File: config.mk
export PLATFORM = sky130hd
export DESIGN_NAME = serial_fifo_ctrl
export DESIGN_NICKNAME = d
export VERILOG_FILES = /design/src/rtl/serial_fifo_ctrl_pkg.sv /design/src/rtl/serial_fifo_ctrl_sync_fifo.sv /design/src/rtl/serial_fifo_ctrl.sv
export SDC_FILE = /design/constraint.sdc
export NUM_CORES = 1
export LEC_CHECK = 0
export CORE_MARGIN = 3
export CORE_UTILIZATION = 53
export DETAILED_ROUTE_END_ITERATION = 6
export PLACE_DENSITY = 0.78
export SETUP_SLACK_MARGIN = 0.4
export SLEW_MARGIN = 20
export SYNTH_ARGS = -nofsm -noshare
export SYNTH_HDL_FRONTEND = slang
export SYNTH_SLANG_ARGS = --single-unit
File: constraint.sdc
create_clock -name clk -period 2.97 [get_ports clk]
set_input_delay 0.594 -clock clk [delete_from_list [all_inputs] [get_ports clk]]
set_output_delay 0.594 -clock clk [all_outputs]
set_load 0.02 [all_outputs]
File: src/rtl/serial_fifo_ctrl_pkg.sv
// rtl/serial_fifo_ctrl_pkg.sv - register offsets, STATUS/CTRL bit positions, CLEAR masks, TX engine states
package serial_fifo_defs;

   localparam logic [1:0] ADDR_DATA   = 2'd0;
   localparam logic [1:0] ADDR_STATUS = 2'd1;
   localparam logic [1:0] ADDR_CTRL   = 2'd2;
   localparam logic [1:0] ADDR_CLEAR  = 2'd3;

   localparam int STAT_TX_NFULL   = 0;
   localparam int STAT_RX_NEMPTY  = 1;
   localparam int STAT_RX_OVF     = 2;
   localparam int STAT_TX_OVF     = 3;
   localparam int STAT_RX_CNT_LSB = 8;
   localparam int STAT_TX_CNT_LSB = 16;

   localparam int CTRL_RX_IE   = 0;
   localparam int CTRL_TX_IE   = 1;
   localparam int CTRL_THR_LSB = 8;

   localparam logic [3:0] CLR_RX_OVF   = 4'h1;
   localparam logic [3:0] CLR_TX_OVF   = 4'h2;
   localparam logic [3:0] CLR_RX_FLUSH = 4'h4;
   localparam logic [3:0] CLR_TX_FLUSH = 4'h8;

   typedef enum logic {
      TX_IDLE = 1'b0,
      TX_HOLD = 1'b1
   } tx_state_e;

endpackage

File: src/rtl/serial_fifo_ctrl_sync_fifo.sv
// rtl/serial_fifo_ctrl_sync_fifo.sv - synchronous FIFO with flush; a push into a full FIFO is kept only if a pop happens in the same cycle
module sync_fifo #(
   parameter int WIDTH      = 8,
   parameter int DEPTH_LOG2 = 4
) (
   input  logic                  clk,
   input  logic                  rst,
   input  logic                  push,
   input  logic                  pop,
   input  logic                  flush,
   input  logic [WIDTH-1:0]      din,
   output logic [WIDTH-1:0]      head,
   output logic [DEPTH_LOG2:0]   count,
   output logic                  full,
   output logic                  empty
);

   localparam int DEPTH = 1 << DEPTH_LOG2;

   logic [WIDTH-1:0]      mem_q [DEPTH];
   logic [DEPTH_LOG2-1:0] wr_ptr_q, wr_ptr_d, rd_ptr_q, rd_ptr_d;
   logic [DEPTH_LOG2:0]   count_q, count_d;
   logic                  do_push, do_pop;

   assign empty = (count_q == '0);
   // count never exceeds DEPTH, so its MSB alone marks full
   assign full  = count_q[DEPTH_LOG2];
   assign count = count_q;
   assign head  = mem_q[rd_ptr_q];

   always_comb begin
      do_pop   = pop & ~empty;
      do_push  = push & (~full | do_pop);
      wr_ptr_d = wr_ptr_q;
      rd_ptr_d = rd_ptr_q;
      count_d  = count_q;
      if (flush) begin
         wr_ptr_d = '0;
         rd_ptr_d = '0;
         count_d  = '0;
      end else begin
         if (do_push) wr_ptr_d = wr_ptr_q + 1'b1;
         if (do_pop)  rd_ptr_d = rd_ptr_q + 1'b1;
         if (do_push & ~do_pop) count_d = count_q + 1'b1;
         else if (do_pop & ~do_push) count_d = count_q - 1'b1;
      end
   end

   always_ff @(posedge clk) begin
      if (rst) begin
         wr_ptr_q <= '0;
         rd_ptr_q <= '0;
         count_q  <= '0;
      end else begin
         wr_ptr_q <= wr_ptr_d;
         rd_ptr_q <= rd_ptr_d;
         count_q  <= count_d;
      end
   end

   always_ff @(posedge clk) begin
      if (do_push & ~flush) mem_q[wr_ptr_q] <= din;
   end

endmodule

File: src/rtl/serial_fifo_ctrl.sv
// rtl/serial_fifo_ctrl.sv - memory-mapped UART front end with RX/TX FIFOs, sticky overflow flags and COM interrupt
module serial_fifo_ctrl
   import serial_fifo_defs::*;
#(
   parameter int DEPTH_LOG2 = 4
) (
   input  logic        clk,
   input  logic        rst,
   input  logic        enable_i,
   input  logic        readEnable_i,
   input  logic [1:0]  addr_i,
   input  logic [31:0] dataSave_i,
   output logic [31:0] dataLoad_o,
   output logic        int_o,
   input  logic        rxdReady_i,
   input  logic [7:0]  rxdData_i,
   input  logic        txdBusy_i,
   output logic        txdStart_o,
   output logic [7:0]  txdData_o
);

   localparam int CW = DEPTH_LOG2 + 1;

   logic          rx_full, rx_empty, tx_full, tx_empty;
   logic [7:0]    rx_head, tx_head;
   logic [CW-1:0] rx_count, tx_count;
   logic          rd_data, wr_data, wr_ctrl, wr_clear;
   logic [3:0]    clr;
   logic          tx_start;
   logic [7:0]    rx_cnt8, tx_cnt8, thr_eff;
   logic          unused_ok;

   tx_state_e  tx_state_q, tx_state_d;
   logic       rx_ie_q, rx_ie_d, tx_ie_q, tx_ie_d;
   logic [7:0] thr_q, thr_d;
   logic       rx_ovf_q, rx_ovf_d, tx_ovf_q, tx_ovf_d;

   assign unused_ok = ^dataSave_i[31:16];

   sync_fifo #(.WIDTH(8), .DEPTH_LOG2(DEPTH_LOG2)) u_rx_fifo (
      .clk(clk), .rst(rst), .push(rxdReady_i), .pop(rd_data),
      .flush(|(clr & CLR_RX_FLUSH)), .din(rxdData_i),
      .head(rx_head), .count(rx_count), .full(rx_full), .empty(rx_empty)
   );

   sync_fifo #(.WIDTH(8), .DEPTH_LOG2(DEPTH_LOG2)) u_tx_fifo (
      .clk(clk), .rst(rst), .push(wr_data), .pop(tx_start),
      .flush(|(clr & CLR_TX_FLUSH)), .din(dataSave_i[7:0]),
      .head(tx_head), .count(tx_count), .full(tx_full), .empty(tx_empty)
   );

   always_comb begin
      rd_data  = enable_i &  readEnable_i & (addr_i == ADDR_DATA);
      wr_data  = enable_i & ~readEnable_i & (addr_i == ADDR_DATA);
      wr_ctrl  = enable_i & ~readEnable_i & (addr_i == ADDR_CTRL);
      wr_clear = enable_i & ~readEnable_i & (addr_i == ADDR_CLEAR);
      clr      = wr_clear ? dataSave_i[3:0] : 4'h0;

      tx_start   = 1'b0;
      tx_state_d = tx_state_q;
      case (tx_state_q)
         TX_IDLE: begin
            if (~tx_empty & ~txdBusy_i) begin
               tx_start   = 1'b1;
               tx_state_d = TX_HOLD;
            end
         end
         // busy from the transmitter lags its start by a cycle, so it is not trusted here
         TX_HOLD: tx_state_d = TX_IDLE;
         default: tx_state_d = TX_IDLE;
      endcase

      rx_ovf_d = rx_ovf_q;
      tx_ovf_d = tx_ovf_q;
      if (|(clr & CLR_RX_OVF)) rx_ovf_d = 1'b0;
      if (|(clr & CLR_TX_OVF)) tx_ovf_d = 1'b0;
      if (rxdReady_i & rx_full & ~rd_data) rx_ovf_d = 1'b1;
      if (wr_data & tx_full & ~tx_start)   tx_ovf_d = 1'b1;

      rx_ie_d = rx_ie_q;
      tx_ie_d = tx_ie_q;
      thr_d   = thr_q;
      if (wr_ctrl) begin
         rx_ie_d = dataSave_i[CTRL_RX_IE];
         tx_ie_d = dataSave_i[CTRL_TX_IE];
         thr_d   = dataSave_i[CTRL_THR_LSB +: 8];
      end

      rx_cnt8 = 8'(rx_count);
      tx_cnt8 = 8'(tx_count);
      thr_eff = (thr_q == 8'd0) ? 8'd1 : thr_q;
      int_o   = (rx_ie_q & (rx_cnt8 >= thr_eff)) |
                (tx_ie_q & tx_empty & (tx_state_q == TX_IDLE));

      txdStart_o = tx_start;
      txdData_o  = tx_start ? tx_head : 8'h00;

      dataLoad_o = 32'h0;
      case (addr_i)
         ADDR_DATA: if (~rx_empty) dataLoad_o[7:0] = rx_head;
         ADDR_STATUS: begin
            dataLoad_o[STAT_TX_NFULL]            = ~tx_full;
            dataLoad_o[STAT_RX_NEMPTY]           = ~rx_empty;
            dataLoad_o[STAT_RX_OVF]              = rx_ovf_q;
            dataLoad_o[STAT_TX_OVF]              = tx_ovf_q;
            dataLoad_o[STAT_RX_CNT_LSB +: 8]     = rx_cnt8;
            dataLoad_o[STAT_TX_CNT_LSB +: 8]     = tx_cnt8;
         end
         ADDR_CTRL: begin
            dataLoad_o[CTRL_RX_IE]           = rx_ie_q;
            dataLoad_o[CTRL_TX_IE]           = tx_ie_q;
            dataLoad_o[CTRL_THR_LSB +: 8]    = thr_q;
         end
         default: dataLoad_o = 32'h0;
      endcase
   end

   always_ff @(posedge clk) begin
      if (rst) begin
         tx_state_q <= TX_IDLE;
         rx_ie_q    <= 1'b0;
         tx_ie_q    <= 1'b0;
         thr_q      <= 8'h00;
         rx_ovf_q   <= 1'b0;
         tx_ovf_q   <= 1'b0;
      end else begin
         tx_state_q <= tx_state_d;
         rx_ie_q    <= rx_ie_d;
         tx_ie_q    <= tx_ie_d;
         thr_q      <= thr_d;
         rx_ovf_q   <= rx_ovf_d;
         tx_ovf_q   <= tx_ovf_d;
      end
   end

endmodule

# After elaboration in Yosys (flattened, before gate mapping)
# Memories as Yosys holds them, arrays and structs flattened. A register that Yosys moved wholly into a read port is not among the register bits.
# Index checks and enable logic that the tools add are counted.
# word_totals
output_inout_bits	42
mem_bits_rw	256
elab_cells	106
n_memories	2
reg_bits	39
inputBits	48
# op_classes
add_sub_neg	8
muxes	28
eq_ne	3
reduce_logical	10
n_bitwise	42
n_lt_le_gt_ge	1
# mem_list
name	words	word_bits	read_ports	rd_ports_with_merged_regs	wr	line	rtl
u_rx_fifo.mem_q	16	8	1	1	1	serial_fifo_ctrl_sync_fifo.sv:20	logic [WIDTH-1:0] mem_q [DEPTH];
u_tx_fifo.mem_q	16	8	1	1	1	serial_fifo_ctrl_sync_fifo.sv:20	
# ops
operator	count
two-way mux 5 bit	5
bitwise AND 1 bit	24
two-way mux 4 bit	6
two-way mux 8 bit	3
adder 4 x 1 -> 4 bit, second input constant	4
one-hot mux 8 bit (2 select lines)	1
inverter 1 bit	15
adder 5 x 1 -> 5 bit, second input constant	2
zero test 5 bit	2
two-way mux 1 bit	10
subtractor 5 x 1 -> 5 bit, second input constant	2
>= comparator 5 x 8 -> 1 bit	1
zero test 8 bit	1
nonzero test 2 bit	4
one-hot mux 2 bit (3 select lines)	1
equality test 2 bit, second input constant	2
one-hot mux 2 bit (2 select lines)	1
OR reduction 2 bit	2
OR 1 bit	3
equality test 2 x 1 -> 1 bit, second input constant	1
zero test 2 bit	1
one-hot mux 1 bit (2 select lines)	1

# Depth between registers and ports, before layout
# Gate-level depths: netlist of the first run.
# depth
word_depth	12
mapped_depth	11
ltp_nobuf	11

# By module
# A second synthesis of the first run with hierarchy kept.
# unflattened
hier_cells	777
area_unflattened_um2	12896.1
# by_module_without_submodules
module	seq_area_each_um2	cells_each	area_each_um2	n_inst
sync_fifo	4184.0	315	5880.6	2
serial_fifo_ctrl	260.2	147	1134.8	1

# Worst setup path before layout of the first run
# No wires, ideal clock.
# synth_timing
path_kind	input to register
startpoint	input addr_i[0]
endpoint	register u_rx_fifo.count_q[4] (netlist: u_rx_fifo.count[4])
path_buffers	0
setup_ns	0.072
stages	11
t_required_ns	2.898
t_arrival_ns	2.785
path_slack_ns	0.114
path_cell_list	inv_1 -> ha_1 -> nand3_1 -> a21oi_1 -> ha_1 -> inv_1 -> fa_1 -> a21o_1 -> a21oi_1 -> mux2i_1 -> mux2i_1
# synth_between
elab_chain_cells	8
word_cells_on_any_way	15
cone_classes	1 x eq/ne; 2 x mux; 9 x bitwise; 3 x reduce/logical
# synth_rtl
item	line	rtl
start, declared	serial_fifo_ctrl.sv:11	input logic [1:0] addr_i,
zero test 2 bit *	serial_fifo_ctrl.sv:53	rd_data = enable_i & readEnable_i & (addr_i == ADDR_DATA);
bitwise AND 1 bit *	serial_fifo_ctrl.sv:53	
bitwise AND 1 bit *	serial_fifo_ctrl_sync_fifo.sv:32	do_pop = pop & ~empty;
OR 1 bit *	serial_fifo_ctrl_sync_fifo.sv:33	do_push = push & (~full | do_pop);
bitwise AND 1 bit *	serial_fifo_ctrl_sync_fifo.sv:33	
via u_rx_fifo.do_push	serial_fifo_ctrl_sync_fifo.sv:23	logic do_push, do_pop;
inverter 1 bit	serial_fifo_ctrl_sync_fifo.sv:45	else if (do_pop & ~do_push) count_d = count_q - 1'b1;
bitwise AND 1 bit	serial_fifo_ctrl_sync_fifo.sv:45	
nonzero test 2 bit (no line)	--	
end signal, assigned	serial_fifo_ctrl_sync_fifo.sv:57	count_q <= count_d;
end, declared	serial_fifo_ctrl_sync_fifo.sv:22	logic [DEPTH_LOG2:0] count_q, count_d;
# Mark *: on every way through the listed nets, which the timed path passes. The rest lies on a longest branch.
# A chain may end at the register's enable or synchronous reset.

==> run_results.csv, run 1 <==
group,metric,value,unit
worst_hold_path,hp-start,"thr_q[6]",
power_and_ir_drop,power.density,700,nW/µm²
cells_and_area,fillCellCount,1443,
critical_path,path_buf_inv,2,
sta,max_freq,327,MHz
cells_and_area,flow.area_growth_from_synthesis,27.6,%
logic_synthesis,netlist.top_cell.by_area,"sky130_fd_sc_hd__edfxtp_1",
drt,drc,0,
logic_synthesis,synth_async_sr_flop_share,0,
critical_path,path_delay_family,"multiplexers",
power_and_ir_drop,leakage,5.64,nW
global_routing,grt_overflow_total,0,
logic_synthesis,ys.flop_type,"sky130_fd_sc_hd__edfxtp_1",
drt,drt-total-wl,28400,µm
cells_and_area,final_layout_size_suffix_gt1_frac,0.372,
sta,maxSlewViolCount,0,
power_and_ir_drop,power.ir.vdd_worst,526,µV
die,core_area,23100,µm²
sta,tightest_slew,0.714,ns
cells_and_area,fin_nets,1029,
cts,cts-buffers-inserted,29,
sta,min_period,3.06,ns
sta,maxSlewHeadroom,0.522,
worst_hold_path,hp_class,"reg2reg",
critical_path,crit_path_frequent_cell,"sky130_fd_sc_hd__mux4_2",
critical_path,max_stage_delay,0.54,ns
die,boundaryPins,90,
critical_path,r2r_slack,0.26,ns
drt,vias,7347,
critical_path,critPathLaunchType,"flop",
sta,final-hold-violation-count,0,
logic_synthesis,yosys.cell_types.count,54,
logic_synthesis,synth-seq-cells,303,
drt,drt_first_iter_violations,618,
drt,drt_pass1_iterations,5,
die,fp.dieW,161,µm
global_routing,initial_antenna_violation_count,0,
cells_and_area,layout.cells.non_filler,1284,
sta,fin_worst_skew,0.00654,ns
die,chipHeight,161,µm
sta,rsz0062_at_grt,"yes",
cts,clock-root-buffer,"sky130_fd_sc_hd__clkbuf_16",
sta,min_period_over_period,1.03,
global_routing,wire_length_of_the_first_global_routing_pass,44300,µm
logic_synthesis,synth.top_cells.by_area,"sky130_fd_sc_hd__edfxtp_1 61%, sky130_fd_sc_hd__mux4_2 8.7%, sky130_fd_sc_hd__dfxtp_1 7.4%, sky130_fd_sc_hd__mux4_1 3.3%, sky130_fd_sc_hd__ha_1 2.8%",
placement,globalplace.congestion,0.809,
placement,dp_cells,1194,
logic_synthesis,synth.yosys.seq_area_share,0.682,
critical_path,critPathKind,"reg2out",
cts,insertion_delay_of_the_later_clocked_pin_in_the_worst_skew_pair,0.54,ns
logic_synthesis,synth_top_cell_area_share,0.607,
logic_synthesis,synth_edf_count,256,
global_routing,first_global_vias,7416,
cells_and_area,diodes,0,
placement,place.port_buffers,62,
critical_path,setup.worst_path.end_class,"output pin",
cts,clkTransAtPathRegs,0.06,ns
logic_synthesis,syn_inst,756,
run_status,failed_checks,"negative setup slack",
critical_path,cp.arrival,2.47,ns
placement,placement.setup.worst_slack,-0.224,ns
die,fp.dieArea,25800,µm²
critical_path,path_cells,"buf_12, mux4_2, mux4_2, nand2b_1, a21oi_2, buf_6",
die,initial_core_util,0.549,
flow_run,timing.max_cap.violations,0,
global_routing,grt_util_all_layers,0.222,
critical_path,timing.critical_path.required,2.38,ns
critical_path,cpMaxStageDelayCell,"sky130_fd_sc_hd__mux4_2",
cts,clock_tree_from_tritoncts,"yes",
drt,drt.antenna.violating_nets,0,
critical_path,worst-path-max-fanout,5,
logic_synthesis,cell_area_after_synthesis,12700,µm²
sta,timing.setup.tns,-0.160,ns
placement,dp_hpwl,17100,µm
run_status,outcome,"finished, violations left",
sta,final.hold.worst_slack,0.485,ns
logic_synthesis,yosys_warnings,0,
power_and_ir_drop,total_power,11.3,mW
die,rows,55,
cts,cts-htree-levels,1,
drt,wire_per_inst,22.1,µm
sta,setup_viol,3,
critical_path,crit-reg2reg-launch,"u_tx_fifo.count[3]",
cts,cts-root-to-sink-buffers,3,
sta,final.setup.worst_slack,-0.0918,ns
cts,clock_sinks,303,
global_routing,grt_max_degree,25,
logic_synthesis,syn-mean-instance-area,16.7,µm²
drt,avgViaCountPerCell,5.72,
sequential cells by signal, indices dropped and copies added, names as in the netlist, named ones only:
name and flops:
u_tx_fifo.mem_q 128, u_rx_fifo.count 5, u_tx_fifo.rd_ptr_q 4, tx_state_q 1, u_rx_fifo.wr_ptr_q 4, u_rx_fifo.mem_q 128
u_tx_fifo.wr_ptr_q 4, rx_ovf_q 1, rx_ie_q 1, u_rx_fifo.rd_ptr_q 4, tx_ovf_q 1, u_tx_fifo.count 5
thr_q 8, tx_ie_q 1
cells by family after synthesis:
family | Yosys count | synth area share
flops | 303 | 0.682
simple gates | 172 | 0.0664
compound gates | 84 | 0.0446
mux | 84 | 0.136
buf+inv | 66 | 0.0295
fa+ha+maj | 30 | 0.0308
xor+xnor | 16 | 0.0111
other cells | 1 | 0.000296
worst paths after layout:
check / endpoint / cells after the start
max: dataLoad_o[0] / 6
min: thr_q[6] / 2
max reg2reg: u_tx_fifo.count[4] / 11
min reg2reg: thr_q[6] / 2
cells in the mapped netlist, drive strengths merged (16+ instances only):
cell / count
nand3: 18
dfxtp: 47
a21oi: 23
buf: 30
clkbuf: 16
nand2: 26
edfxtp: 256
mux4: 65
mux2i: 17
nor2: 60
and2: 20
ha: 28
inv: 20
metal layers:
metal / track usage / vias to the layer above / part of all wire
met5: 0 / - / 0
met4: 0.0481 / 0 / 0.018
met3: 0.0348 / 37 / 0.052
met2: 0.371 / 234 / 0.51
met1: 0.313 / 3752 / 0.42
li1: - / 3324 / -
tightest hold or removal path, stage by stage, from the launching register on:
cell                      delay (ns)
sky130_fd_sc_hd__dfxtp_2        0.34
sky130_fd_sc_hd__nand2_1        0.06
sky130_fd_sc_hd__a21oi_1        0.05
per-stage QoR:
stage,area (µm²),util
after floorplan,12800,-
after global placement,14400,0.625
after detailed placement,14400,0.625
after CTS,15900,0.691
after global routing,16100,0.700
final,16100,0.700
power breakdown:
part / total [mW] / switching (mW) / internal, mW
Clock: 3.62 / 1.51 / 2.11
Sequential: 4.89 / 0.113 / 4.77
Combinational: 2.79 / 1.32 / 1.48
cell type report:
| class | instances | area, µm² | share of cell area |
|---|---|---|---|
| clock inverters | 12 | 118 | 0.00728 |
| clock buffers | 39 | 823 | 0.0510 |
| repair buffers | 200 | 2000 | 0.124 |
| well taps | 313 | 392 | 0.0243 |
| inverters | 20 | 77.6 | 0.00480 |
| multi-input cells | 397 | 4090 | 0.253 |
| flip-flops and latches | 303 | 8650 | 0.536 |
what timing repair did:
action	CTS	global route
resized for setup	256	38
endpoints found under the hold margin	0	0
pin swaps	29	24
endpoints found under the setup margin	35	146
hold buffers	0	0
gates cloned	3	1
setup buffers	28	7
cell usage in the layout, fill, tap and decap left out, types with 15 or more instances in the layout:
cell,Yosys,final
sky130_fd_sc_hd__a21oi_1,23,16
sky130_fd_sc_hd__mux4_2,49,60
sky130_fd_sc_hd__edfxtp_1,256,256
sky130_fd_sc_hd__buf_4,13,108
sky130_fd_sc_hd__ha_1,28,23
sky130_fd_sc_hd__nand2_1,26,26
sky130_fd_sc_hd__inv_1,20,15
sky130_fd_sc_hd__nand3_1,18,17
sky130_fd_sc_hd__clkdlybuf4s50_1,0,29
sky130_fd_sc_hd__buf_6,5,21
sky130_fd_sc_hd__mux2i_1,17,15
sky130_fd_sc_hd__clkbuf_16,0,29
sky130_fd_sc_hd__buf_12,1,23
sky130_fd_sc_hd__dfxtp_1,47,38
sky130_fd_sc_hd__and2_1,20,20
sky130_fd_sc_hd__nor2_1,60,57
(Power assumes the default switching activity.)
==> inputs of run 2 (changes only) <==
==> constraint.sdc (replaced) <==
create_clock -name clk -period 2.97 [get_ports clk]
set_input_delay 0.297 -clock clk [delete_from_list [all_inputs] [get_ports clk]]
set_output_delay 0.297 -clock clk [all_outputs]
set_load 0.02 [all_outputs]
==> run_results.csv, run 2 (synthesis gave the netlist of run 1 again) <==
group,metric,value,unit
cells_and_area,final_common_cell,"sky130_fd_sc_hd__edfxtp_1",
critical_path,timing.critical_path.required,2.67,ns
critical_path,path_delay_family,"multiplexers",
drt,drt.antenna.violating_nets,0,
cells_and_area,flow.area_growth_from_synthesis,23.7,%
sta,min_period_over_period,0.921,
global_routing,initial_antenna_violation_count,0,
die,core_area,23100,µm²
drt,wire_per_inst,24.1,µm
cts,count_of_hold_fix_buffers_inserted_at_cts,0,
die,fp.dieArea,25800,µm²
drt,drt_first_iter_violations,749,
cts,clock_sinks,303,
placement,place.port_buffers,62,
cts,clock_tree_from_tritoncts,"yes",
cts,clock-root-buffer,"sky130_fd_sc_hd__clkbuf_16",
cts,insertion_delay_of_the_later_clocked_pin_in_the_worst_skew_pair,0.55,ns
global_routing,grt_max_degree,21,
placement,dp_hpwl,17200,µm
placement,placement.setup.worst_slack,0.0141,ns
sta,maxSlewViolCount,0,
sta,max_freq,366,MHz
sta,maxSlewHeadroom,0.494,
drt,vias,7421,
flow_run,timing.max_cap.violations,0,
cts,cts-htree-levels,1,
critical_path,crit_path_frequent_cell,"sky130_fd_sc_hd__mux4_2",
sta,setup_viol,0,
cells_and_area,registers_with_the_highest_flip_flop_counts,"u_rx_fifo.mem_q: 128 flops, u_tx_fifo.mem_q: 128 flops, thr_q: 8 flops",
drt,avgViaCountPerCell,5.94,
cells_and_area,layout.cells.non_filler,1250,
cells_and_area,diodes,0,
cts,cts-root-to-sink-buffers,3,
die,fp.dieW,161,µm
power_and_ir_drop,total_power,11.0,mW
critical_path,setup.worst_path.end_class,"output pin",
global_routing,wire_length_of_the_first_global_routing_pass,45700,µm
critical_path,path_cells,"buf_12, mux4_2, mux4_2, nand2b_1, a21oi_2, buf_4",
sta,min_period,2.74,ns
drt,drt-total-wl,30200,µm
die,chipHeight,161,µm
sta,final-hold-violation-count,0,
sta,timing.setup.tns,0,ns
critical_path,path_buf_inv,2,
drt,drc,0,
die,rows,55,
placement,globalplace.congestion,0.819,
cts,clkTransAtPathRegs,0.06,ns
sta,rsz0062_at_grt,"yes",
global_routing,grt_util_all_layers,0.234,
power_and_ir_drop,power.density,704,nW/µm²
cells_and_area,fin_nets,995,
sta,final.setup.worst_slack,0.235,ns
critical_path,critPathLaunchType,"flop",
worst_hold_path,hp_class,"in2reg",
critical_path,critPathKind,"reg2out",
critical_path,worst-path-max-fanout,7,
sta,tightest_slew,0.757,ns
drt,drt_pass1_iterations,5,
global_routing,first_global_vias,7611,
cts,cts-buffers-inserted,31,
run_status,outcome,"finished, final reports clean",
critical_path,cp.arrival,2.44,ns
critical_path,cpMaxStageDelayCell,"sky130_fd_sc_hd__mux4_2",
critical_path,max_stage_delay,0.50,ns
cells_and_area,final_layout_size_suffix_gt1_frac,0.301,
placement,dp_cells,1165,
power_and_ir_drop,power.ir.vdd_worst,519,µV
sta,fin_worst_skew,0.0174,ns
power_and_ir_drop,leakage,5.35,nW
cells_and_area,final_cell_mix,"256 x sky130_fd_sc_hd__edfxtp_1, 80 x sky130_fd_sc_hd__buf_4, 58 x sky130_fd_sc_hd__nor2_1, 58 x sky130_fd_sc_hd__mux4_2, 42 x sky130_fd_sc_hd__clkdlybuf4s50_1",
global_routing,grt_overflow_total,0,
die,boundaryPins,90,
die,initial_core_util,0.549,
sta,final.hold.worst_slack,0.306,ns
## run 2: cell count changes in the layout (fill, tap and decap cells not counted), sizes merged
cell           previous run  this run
dlymetal6s2s              1         2
clkdlybuf4s50            29        42
bufbuf                    1         2
buf                     168       116
clkbuf                   39        43
inv                      22        21
## run 2: final cells by class
| class | count | area, µm² |
|---|---|---|
| clock buffers | 42 | 817 |
| multi-input cells | 397 | 3980 |
| flip-flops and latches | 303 | 8650 |
| clock inverters | 11 | 105 |
| well taps | 313 | 392 |
| fillers | 1472 | 7400 |
| repair buffers | 164 | 1630 |
| inverters | 20 | 77.6 |
## run 2: worst paths after layout
check | start | endpoint | slack [ns] | depth (start not counted)
setup / recovery | flop | dataLoad_o[0] | 0.23 | 6
hold / removal | dataSave_i[14] | thr_q[6] | 0.31 | 3
setup reg to reg | u_tx_fifo.count[2] | u_tx_fifo.count[4] | 0.40 | 10
hold reg to reg | thr_q[2] | thr_q[2] | 0.48 | 2
## run 2: tightest hold or removal path: stages
cell                              delay [ns]
sky130_fd_sc_hd__clkdlybuf4s50_1        0.40
sky130_fd_sc_hd__nand3_1                0.07
sky130_fd_sc_hd__a21oi_1                0.05
## run 2: what timing repair did
action	4_1_cts	5_1_grt
pin swaps	22	16
setup buffers	23	6
gates resized for setup	147	38
cloned	3	0
setup endpoints to repair	24	21
## run 2: per-layer routing
metal	track usage	vias to the layer above	routed length (µm)
met5	0	-	0
li1	-	3256	-
met2	0.409	350	15600
met4	0.0690	0	829
met1	0.306	3746	11600
met3	0.0361	69	2090
## run 2: through the flow
| stage | cell area (µm²) | util |
|---|---|---|
| final | 15700 | 0.679 |
| after global routing | 15700 | 0.679 |
| after CTS | 15600 | 0.675 |
| after detailed placement | 14100 | 0.612 |
| after global placement | 14100 | 0.612 |
| after floorplan | 12700 | - |
## run 2: where the power goes
group / internal [mW] / switching (mW) / total, mW
clock network: 2.08 / 1.54 / 3.62
logic: 1.25 / 1.26 / 2.50
registers: 4.78 / 0.120 / 4.90
